File: src/rtl/seq_alu.sv
// seq_alu: multi-cycle RV32I execute unit with valid/ready handshakes and bit-serial shifts.
// Optional shift-add multiplier (op 1010) is compiled in when SEQ_ALU_MUL_EN is defined.
module seq_alu #(
    parameter int unsigned XLEN = 32
) (
    input  logic            clk,
    input  logic            rst,
    input  logic            in_valid,
    output logic            in_ready,
    input  logic [3:0]      alu_ctrl,
    input  logic [XLEN-1:0] src_a,
    input  logic [XLEN-1:0] src_b,
    output logic            out_valid,
    input  logic            out_ready,
    output logic [XLEN-1:0] result,
    output logic            zero
);

    localparam int unsigned SHAMT_W = $clog2(XLEN);
    localparam int unsigned CNT_W   = SHAMT_W + 1;

    localparam logic [3:0] OP_ADD  = 4'b0000;
    localparam logic [3:0] OP_SUB  = 4'b0001;
    localparam logic [3:0] OP_SLL  = 4'b0010;
    localparam logic [3:0] OP_SLT  = 4'b0011;
    localparam logic [3:0] OP_SLTU = 4'b0100;
    localparam logic [3:0] OP_XOR  = 4'b0101;
    localparam logic [3:0] OP_SRL  = 4'b0110;
    localparam logic [3:0] OP_SRA  = 4'b0111;
    localparam logic [3:0] OP_OR   = 4'b1000;
    localparam logic [3:0] OP_AND  = 4'b1001;
`ifdef SEQ_ALU_MUL_EN
    localparam logic [3:0] OP_MUL  = 4'b1010;
`endif

    typedef enum logic [1:0] {
        S_IDLE,
        S_SHIFT,
        S_MUL,
        S_DONE
    } state_e;

    state_e            state_q;
    logic [3:0]        op_q;
    logic [XLEN-1:0]   work_q;
    logic [CNT_W-1:0]  cnt_q;
    logic [XLEN-1:0]   result_q;
    logic              zero_q;
    logic              out_valid_q;

    logic [XLEN-1:0]   alu_d;
    logic [XLEN-1:0]   shift_d;
    logic              is_shift_c;
    logic [SHAMT_W-1:0] shamt_c;

`ifdef SEQ_ALU_MUL_EN
    logic [XLEN-1:0]   mplier_q;
    logic [XLEN-1:0]   acc_q;
    logic [XLEN-1:0]   mul_step_d;
    logic              is_mul_c;

    assign is_mul_c   = (alu_ctrl == OP_MUL);
    // work_q holds the multiplicand while in S_MUL
    assign mul_step_d = acc_q + (mplier_q[0] ? work_q : '0);
`endif

    assign in_ready   = (state_q == S_IDLE);
    assign out_valid  = out_valid_q;
    assign result     = result_q;
    assign zero       = zero_q;
    assign shamt_c    = src_b[SHAMT_W-1:0];
    assign is_shift_c = (alu_ctrl == OP_SLL) || (alu_ctrl == OP_SRL) || (alu_ctrl == OP_SRA);

    // Single-cycle result; unlisted codes (and MUL when absent) behave as ADD
    always_comb begin
        alu_d = src_a + src_b;
        case (alu_ctrl)
            OP_SUB:  alu_d = src_a - src_b;
            OP_SLT:  alu_d = {{(XLEN-1){1'b0}}, ($signed(src_a) < $signed(src_b))};
            OP_SLTU: alu_d = {{(XLEN-1){1'b0}}, (src_a < src_b)};
            OP_XOR:  alu_d = src_a ^ src_b;
            OP_OR:   alu_d = src_a | src_b;
            OP_AND:  alu_d = src_a & src_b;
            default: alu_d = src_a + src_b;
        endcase
    end

    // One-bit shift step; direction comes from the latched op
    always_comb begin
        shift_d = {work_q[XLEN-2:0], 1'b0};
        case (op_q)
            OP_SRL:  shift_d = {1'b0, work_q[XLEN-1:1]};
            OP_SRA:  shift_d = {work_q[XLEN-1], work_q[XLEN-1:1]};
            default: shift_d = {work_q[XLEN-2:0], 1'b0};
        endcase
    end

    always_ff @(posedge clk) begin
        if (rst) begin
            state_q     <= S_IDLE;
            op_q        <= '0;
            work_q      <= '0;
            cnt_q       <= '0;
            result_q    <= '0;
            zero_q      <= 1'b0;
            out_valid_q <= 1'b0;
`ifdef SEQ_ALU_MUL_EN
            mplier_q    <= '0;
            acc_q       <= '0;
`endif
        end else begin
            case (state_q)
                S_IDLE: begin
                    if (in_valid) begin
                        op_q <= alu_ctrl;
                        if (is_shift_c) begin
                            work_q <= src_a;
                            cnt_q  <= CNT_W'(shamt_c);
                            if (shamt_c == '0) begin
                                result_q    <= src_a;
                                zero_q      <= (src_a == '0);
                                out_valid_q <= 1'b1;
                                state_q     <= S_DONE;
                            end else begin
                                state_q <= S_SHIFT;
                            end
`ifdef SEQ_ALU_MUL_EN
                        end else if (is_mul_c) begin
                            work_q   <= src_a;
                            mplier_q <= src_b;
                            acc_q    <= '0;
                            cnt_q    <= CNT_W'(XLEN);
                            state_q  <= S_MUL;
`endif
                        end else begin
                            result_q    <= alu_d;
                            zero_q      <= (alu_d == '0);
                            out_valid_q <= 1'b1;
                            state_q     <= S_DONE;
                        end
                    end
                end
                S_SHIFT: begin
                    work_q <= shift_d;
                    cnt_q  <= cnt_q - CNT_W'(1);
                    if (cnt_q == CNT_W'(1)) begin
                        result_q    <= shift_d;
                        zero_q      <= (shift_d == '0);
                        out_valid_q <= 1'b1;
                        state_q     <= S_DONE;
                    end
                end
                S_MUL: begin
`ifdef SEQ_ALU_MUL_EN
                    acc_q    <= mul_step_d;
                    work_q   <= {work_q[XLEN-2:0], 1'b0};
                    mplier_q <= {1'b0, mplier_q[XLEN-1:1]};
                    cnt_q    <= cnt_q - CNT_W'(1);
                    if (cnt_q == CNT_W'(1)) begin
                        result_q    <= mul_step_d;
                        zero_q      <= (mul_step_d == '0);
                        out_valid_q <= 1'b1;
                        state_q     <= S_DONE;
                    end
`else
                    state_q <= S_IDLE;
`endif
                end
                S_DONE: begin
                    if (out_ready) begin
                        out_valid_q <= 1'b0;
                        state_q     <= S_IDLE;
                    end
                end
                default: state_q <= S_IDLE;
            endcase
        end
    end

endmodule

File: config.mk
export PLATFORM = sky130hd
export DESIGN_NAME = seq_alu
export DESIGN_NICKNAME = d
export VERILOG_FILES = /design/src/rtl/seq_alu.sv
export SDC_FILE = /design/constraint.sdc
export NUM_CORES = 1
export LEC_CHECK = 0
export ABC_AREA = 1
export BUFFER_PORTS_ARGS = -buffer_cell sky130_fd_sc_hd__buf_2
export CAP_MARGIN = 20
export CORE_AREA = 8 8 164 166
export DETAILED_ROUTE_END_ITERATION = 8
export DIE_AREA = 0 0 172 174
export GPL_TIMING_DRIVEN = 0
export PLACE_DENSITY_LB_ADDON = 0.1
export SYNTH_ARGS = -nofsm -noshare
export SYNTH_HDL_FRONTEND = slang
export SYNTH_SLANG_ARGS = --single-unit
export TNS_END_PERCENT = 100
File: constraint.sdc
create_clock -name clk -period 5.9 [get_ports clk]
set_clock_uncertainty 0.2 [all_clocks]
set_input_delay 1.18 -clock clk [delete_from_list [all_inputs] [get_ports clk]]
set_output_delay 1.18 -clock clk [all_outputs]
set_load 0.05 [all_outputs]
## Word level (Yosys, flattened, before mapping)

Cells that the tools add are included.

- Register bits: 78
- Input bits: 72
- Output and inout port bits: 35
- Word-level logic and storage cells: 79

- Add/subtract/negate cells: 3
- Magnitude comparators: 2
- Eq/ne operators: 20
- Muxes and demuxes: 30
- Bitwise logic cells: 3
- Reductions and logical operators: 14

Operator list:

| kind | number |
|---|---|
| 32-bit 2-to-1 mux | 6 |
| 32-bit case mux with 2 select lines | 3 |
| 32-bit case mux with 6 select lines | 1 |
| 32-bit zero test | 3 |
| 32-bit less-than comparator | 2 |
| 32-bit adder | 1 |
| 32-bit bitwise AND | 1 |
| 32-bit OR | 1 |
| 32-bit subtractor | 1 |
| 32-bit XOR | 1 |
| 4-bit by 3-bit equality test with 1-bit output (second input constant) | 6 |
| 6-bit 2-to-1 mux | 2 |
| 6-bit case mux with 2 select lines | 1 |
| 2-bit 2-to-1 mux | 5 |
| 1-bit 2-to-1 mux | 9 |
| 4-bit by 2-bit equality test with 1-bit output (second input constant) | 2 |
| 4-bit equality test (second input constant) | 2 |
| 2-bit case mux with 4 select lines | 1 |
| 6-bit by 1-bit equality test with 1-bit output (second input constant) | 1 |
| 2-bit inequality test (second input constant) | 3 |
| 3-bit AND reduction | 2 |
| 6-bit by 1-bit subtractor with 6-bit output (second input constant) | 1 |
| 5-bit zero test | 1 |
| 5-bit AND reduction | 1 |
| 13 further kinds | 15 |

## Depth between registers and ports, before layout

Gate-level depths: netlist of the first run.

- Depth in word-level cells: 6
- Depth in mapped cells: 24
- Gate-level depth less buffers: 23

## Least setup slack after synthesis of the first run

OpenSTA, ideal clock, no wires.

- Kind: input port to flip-flop
- Start point: in src_a[0]
- End point: reg zero_q (netlist: zero)
- Setup time: 70 ps
- Arrival: 3,074 ps
- Required time: 5,630 ps
- Setup slack: 2,557 ps
- Stages: 21
- Buffers on the path: 0
- Path through: inv_1 ha_1 inv_1 fa_1 nand2_1 nand2_1 nand2_1 inv_1 nand2_1 nand3_1 nand2_1 nand3_1 nand3_1 nand3_1 nor2_1 nand2_1 nor2_1 nand3_1 nand2_1 nand2_1 a21oi_1

- Cells in the longest elaborated chain, start to end: 6
- Elaborated cells on any way between the ends: 14

Ends and longest elaborated chain:

| what | RTL line | RTL |
|---|---|---|
| start, declared | 11 | `input logic [XLEN-1:0] src_a,` |
| 32-bit adder, or another cell as far along | 84 | `default: alu_d = src_a + src_b;` |
| 32-bit case mux with 6 select lines | 77 | `case (alu_ctrl)` |
| 32-bit zero test | 137 | `zero_q <= (alu_d == '0);` |
| 1-bit 2-to-1 mux (*) | 116 | `if (is_shift_c) begin` |
| 1-bit 2-to-1 mux (*) | 114 | `if (in_valid) begin` |
| 1-bit case mux with 2 select lines (*) | 112 | `case (state_q)` |
| end signal, assigned | 121 | `zero_q <= (src_a == '0);` |
| end signal, assigned | 137 |  |
| end signal, assigned | 148 | `zero_q <= (shift_d == '0);` |
| end, declared | 48 | `logic zero_q;` |

Every way passes the cells marked *; elsewhere a longest branch is shown, timed or not. The select of a mux whose other input is x is not followed.
A chain may end at the register's enable or synchronous reset.

## Final worst setup path of the first run

- Start point: in src_a[16]
- End point: reg zero_q (netlist: zero)

Same word-level chain as after synthesis.

==> results of run 1 <==
[power breakdown]
part	switching, uW	internal [uW]
combinational	1200	431
sequential	65.0	646
clock	218	297
[kinds of logic (layout without fill, tap and decap cells)]
kind of cell	count (synthesis)	after routing
muxes	1	1
xor gates and xnor gates	2	2
buffers and inverters	427	548
adders and majority gates	100	100
and+or+nand+nor	987	987
AOI/OAI and AO/OA	337	337
DFF	78	78
[synthesized netlist by cell type, types with 4 or more instances]
| library cell | number | area [um2] |
|---|---|---|
| nand2_1 | 557 | 2091 |
| inv_1 | 337 | 1265 |
| nand3_1 | 169 | 845.8 |
| nor2_1 | 168 | 630.6 |
| a21oi_1 | 100 | 500.5 |
| ha_1 | 98 | 1226 |
| o21ai_0 | 97 | 485.5 |
| dfxtp_1 | 78 | 1562 |
| clkbuf_1 | 41 | 153.9 |
| o211ai_1 | 39 | 292.8 |
| a31oi_1 | 33 | 206.5 |
| nand4_1 | 26 | 162.7 |
| buf_2 | 23 | 115.1 |
| nor3_1 | 22 | 110.1 |
| a221oi_1 | 21 | 183.9 |
| o22ai_1 | 19 | 118.9 |
| buf_4 | 14 | 105.1 |
| nor4_1 | 13 | 81.33 |
| or2_2 | 12 | 75.07 |
| o221ai_1 | 8 | 70.07 |
| inv_2 | 7 | 26.28 |
| a211oi_1 | 6 | 45.04 |
| o21bai_1 | 6 | 45.04 |
| nand2_2 | 5 | 31.28 |
| nor2_2 | 5 | 31.28 |
| o21ai_1 | 5 | 25.02 |
| nand3b_1 | 4 | 30.03 |
[flip-flops by register name, indices dropped and copies added (netlist names)]
signal and count:
op_q 4, work_q 32, cnt_q 6, result 32, out_valid 1, zero 1
state_q 2
[worst reg2reg max path: stages, from the launching register on]
cell and delay, ns:
dfxtp_1 0.36, nand2_1 0.07, nor3_1 0.43, nor2_2 0.24, clkbuf_1 0.36, o21ai_0 0.40
nand4_1 0.14, nor2_1 0.23, nand3_1 0.11, nor2_1 0.13, nor2_1 0.05, a21oi_1 0.13
[metal layers]
layer | global-route usage (%) | vias up | part of all wire (%)
met4 | 10.85 | 0 | 3.3
met1 | 41.82 | 6182 | 43
met5 | 0 | - | 0
met3 | 4.764 | 89 | 8.3
met2 | 50.96 | 563 | 45
li1 | - | 6468 | -
[worst min-delay path by stage]
| stage | from | endpoint | slack, ns | cells after the start |
|---|---|---|---|---|
| 6_report | out_valid | out_valid | 0.26 | 2 |
| 5_1_grt | cnt_q[2] | cnt_q[2] | 0.29 | 2 |
| 4_1_cts | out_valid | out_valid | 0.26 | 2 |
| 3_5_place_dp | out_valid | out_valid | 0.25 | 2 |
| 3_3_place_gp | out_valid | out_valid | 0.25 | 2 |
| 2_1_floorplan | work_q[0] | work_q[0] | 0.25 | 2 |
[per-stage QoR]
step	total power (uW)	hold WS (ns)	instances	setup slack [ns]	utilization, %
2_1_floorplan	1805	0.2454	1932	2.557	-
3_3_place_gp	2307	0.2458	2367	1.389	47.39
3_5_place_dp	2312	0.2498	2367	1.413	47.39
4_1_cts	2821	0.2588	2383	1.755	48.46
5_1_grt	3026	0.2920	2383	1.428	48.46
6_report	2859	0.2578	2383	1.651	48.46
[final cells by class]
| class | count | area (um2) |
|---|---|---|
| Buffer | 82 | 396.6 |
| Clock buffer | 15 | 257.7 |
| Clock inverter | 1 | 5.005 |
| Fill cell | 2818 | 12640 |
| Inverter | 345 | 1295 |
| Multi-Input combinational cell | 1427 | 7432 |
| Sequential cell | 78 | 1562 |
| Tap cell | 330 | 412.9 |
| Timing Repair Buffer | 105 | 525.5 |
==> results.md, run 1 <==
- Status: finished clean
- Detailed placement HPWL: 40.19 mm
- Initial antenna violation count: 0
- CP delay by family, top: simple AND/OR/NAND/NOR gates
- I/O Pins: 107
- Critical path class: input pin to register
- Final Hold Fails: 0
- Compound-cell area share of the yosys netlist: a little under a fifth
- Setup TNS Final: 0 ns
- Critical path cell sequence: buf_2 -> inv_1 -> ha_1 -> buf_2 -> nand2_1 -> nor2_1 -> inv_1 -> nor2_1 -> nand4_1 -> nand3_1 -> nand2_1 -> nand3_1 -> a21oi_1 -> nor2_1 -> nand2_1 -> nor2_1 -> nand3_1 -> nand2_1 -> nand2_1 -> a21oi_1
- Final GP Congestion: roughly 1
- Drt first pass iters: 6
- Drt wl/cell: 20.09 um
- Max Root-Sink Buffers: 2
- Setup violators final: 0
- WP data arrival: 4.33 ns
- Fin. max-slew vios: 0
- Crit path required time: 5.98 ns
- N_diodes: 0
- CTS tree: built
- Post-synthesis simple-gate area fraction: 38.74%
- Die extent in x: 172 um
- Cell count of the worst reg-to-reg path: 11
- Largest family of logic cells by synthesized area: simple AND/OR/NAND/NOR gates
- Fin crit period: 4.249 ns
- IO Port Bufs: between 100 and 150
- PwrDens: 240.5 mW/mm2
- Slew headroom: 25.11%
- Startpoint types: input pin
- Global-route wire length before repair: 72.27 mm
- Clk sink count: 78
- RSZ-0062 raised after global routing: false
- Worst setup path start: src_a[16]
- Multiplexer share of the synthesized area: 0.09368%
- Unique cell type count in the Yosys netlist: 39
- Via density: 5.582
- Post-cts resize count: 0
- Die Ht: ~170 um
- Starting density of the core: 43.56%
- Routed Wire Length: 47.89 mm
- Worst R2R End: zero
- Root buf cell: clkbuf_16
- Drt first-iter violations: between 1000 and 1500
- FF-to-FF setup slack: 3.00 ns
- Post-placement cell area: ~0.012 mm2
- CTS Buf Count: 9
- Detail Route Antenna Nets: 0
- Vias in the first global route: 12760
- Crit Path Max Fanout: 8
- Post-synth EDFFs: 0
- Htree depth: 3
- Synth Net Count: between 2000 and 2500
- Clock Latency Late Sink: 0.34 ns
- Share of post-route cells with drive strength above 1: 9.157%
- Synth Area in XOR/XNOR: 0.1639%
- Commonest non-fill, non-tap cell in the layout: nand2_1
- Overall global routing resource usage: 31.54%
- Most frequent CP cell: nand2_1
- P_leak: 0.006464 uW
- Max-cap violations: 0
- Fin crit share: 72.02%
- Final net count: 2220
- Peak Freq: ~240 MHz
- Worst min path class: register to register
- Syn Inst Count: 1932
- Worst VDD drop: 0.0002283 V
- Die ar.: 0.02993 mm2
- Worst-margin pin slew: 1.119 ns
- Area grow syn2layout: 11.24%
- CP Buf/Inv Count: 4
- Adder-Cell Fraction of Synth Area: 11.85%
- Register area share after synthesis: 14.61%
- Most frequent cells in the layout: 557 x nand2_1, 337 x inv_1, 169 x nand3_1, 168 x nor2_1, 128 x buf_2
- Worst R2R Start: op_q[0]
- Synthesized area per cell: between 5 and 6 um2
- Async S/R FF share, synth: 0%
- Synthesis-stage register bit count: 78
- Via count: ~13000
- Largest net degree at the start of global routing: 12
- Core Region: between 0.02 and 0.025 mm2
- Most used flip-flop cell after synthesis: dfxtp_1
- DRC violations left: 0
- Postcts setup bufs: 0
- Worst setup EP type: register
- Setup crit end: zero
- Synth warn: 0
- Post-CTS Hold Fix Bufs: 0
- Final Instance Area: 0.01189 mm2
- Core Rows: between 50 and 60
- Gr ovfl total: 0
- Largest stage delay, worst path: 0.42 ns
- Slowest-stage cell, CP: nor2_1
- Syn Std Cell Area: 0.01069 mm2
- CTS clk-pin slew, worst paths: 0.06 ns
- WP depth: 20
Note: power is estimated with default switching activity, not from simulation.
==> inputs of run 2 (changes only) <==
- clock period: 5.9 -> 4 ns (I/O delays scaled with it)
==> results.md, run 2 (synthesized netlist as in run 1, its figures left out) <==
- Status: finished clean
- Fin. max-slew vios: 0
- Drt first-iter violations: 1174
- Startpoint types: input pin
- Die extent in x: about 170 um
- Final Hold Fails: 0
- Final GP Congestion: about 1.0
- Root buf cell: clkbuf_16
- DRC violations left: 0
- Htree depth: 3
- Core Region: 0.02453 mm2
- Drt first pass iters: 7
- Setup TNS Final: 0 ns
- Commonest non-fill, non-tap cell in the layout: nand2_1
- CTS clk-pin slew, worst paths: approximately 0.060 ns
- IO Port Bufs: 105
- Setup violators final: 0
- WP data arrival: 3.84 ns
- NetSw: 2192 uW
- CP delay by family, top: simple AND/OR/NAND/NOR gates
- Largest net degree at the start of global routing: 12
- CTS Buf Count: 9
- Final net count: 2220
- Initial antenna violation count: 0
- Worst min path class: register to register
- Global-route wire length before repair: 72.27 mm
- Sw frac: 51.97%
- Via count: 13340
- Part of the power in registers: 24.8%
- Routed Wire Length: 47.93 mm
- Fin crit period: 3.761 ns
- Slew headroom: 26.43%
- Fin crit share: between 90% and 100%
- Combinational cell fraction of total power: 57.1%
- Final Instance Area: 0.01189 mm2
- Clk sink count: 78
- Crit Path Max Fanout: 10
- CP Buf/Inv Count: 3
- Post-CTS Hold Fix Bufs: 0
- Overall global routing resource usage: 31.54%
- Slowest-stage cell, CP: a21oi_1
- Clock Latency Late Sink: 0.34 ns
- N_diodes: 0
- Detail Route Antenna Nets: 0
- Worst-margin pin slew: 1.099 ns
- Critical path cell sequence: buf_2 -> inv_1 -> ha_1 -> buf_2 -> a21oi_1 -> nand2_1 -> a21oi_1 -> nor2_1 -> nor2_1 -> nand3_1 -> nand3_1 -> nand3_1 -> nor2_1 -> nand2_1 -> nor2_1 -> nand3_1 -> nand2_1 -> nand2_1 -> a21oi_1
- Die Ht: approximately 170 um
- Int Power: 2027 uW
- Most frequent cells in the layout: 557 x nand2_1, 337 x inv_1, 169 x nand3_1, 167 x nor2_1, 128 x buf_2
- Post-layout util: between 40% and 50%
- Share of post-route cells with drive strength above 1: 9.206%
- Core Rows: 58
- Via density: approximately 5.6
- Detailed placement HPWL: ~40 mm
- Die ar.: ~0.030 mm2
- Worst VDD drop: ~0.00034 V
- Drt wl/cell: 20.11 um
- Critical path class: input pin to register
- Peak Freq: approximately 270 MHz
- CTS tree: built
- PwrDens: 354.9 mW/mm2
- Max Root-Sink Buffers: 2
- Largest stage delay, worst path: 0.43 ns
- P_leak: 0.006465 uW
- Clk network pwr share: between 10% and 20%
- Post-placement cell area: 0.01162 mm2
- Fill count: 2821
- Worst setup EP type: register
- Vias in the first global route: 12760
- Crit path required time: between 4 and 5 ns
- WHS: 0.2578 ns
- Max-cap violations: 0
- I/O Pins: around 110
- Power, Total: 4219 uW
- Area grow syn2layout: 11.26%
- Gr ovfl total: 0
- RSZ-0062 raised after global routing: false
- Starting density of the core: between 40 and 50%
[run 2: final timing paths]
kind                                 from         to  slack [ns]  cells after the start
worst max-delay path            src_a[20]       zero        0.24                     19
worst min-delay path            out_valid  out_valid        0.26                      2
worst max register to register    op_q[0]       zero        1.11                     11
worst min register to register  out_valid  out_valid        0.26                      2
[run 2: cell type report]
type,instances,area [um2],share of cell area (%)
repair buffers,105,525.5,4.420
flip-flops and latches,78,1562,13.13
well taps,330,412.9,3.473
multi-input cells,1427,7435,62.53
clock inverters,1,5.005,0.04210
clock buffers,15,257.7,2.168
plain buffers,82,396.6,3.336
inverters,345,1295,10.89
[run 2: worst min-delay path, cell delays in order, from the launching register on]
cell     delay (ns)
dfxtp_1        0.30
nand2_1        0.06
a21oi_1        0.05
[run 2: layer usage]
metal	track usage, %	share of wire [%]	vias to the layer above
met5	0	0	-
met4	10.85	3.2	0
met3	4.764	8.7	88
met2	50.96	45	587
met1	41.82	43	6190
li1	-	-	6473
[run 2: power groups by stage]
stage	Sequential, uW	Clock (uW)	Combinational [uW]
2_1_floorplan	1400	0	1270
3_3_place_gp	1060	0	2350
3_5_place_dp	1060	0	2350
4_1_cts	1040	754	2360
5_1_grt	1070	787	2610
6_report	1050	760	2410
[run 2: repair_timing]
item,in CTS,in global routing
buffers inserted,0,0
endpoints found under the setup margin,0,1
gates resized for setup,0,1
[run 2: per-stage QoR]
stage                     worst slack [ns]  std cells
after floorplan                      1.037       1932
after global placement             -0.1307       2367
after detailed placement           -0.1066       2367
after CTS                           0.2347       2383
after global routing               0.04621       2383
final                               0.2392       2383
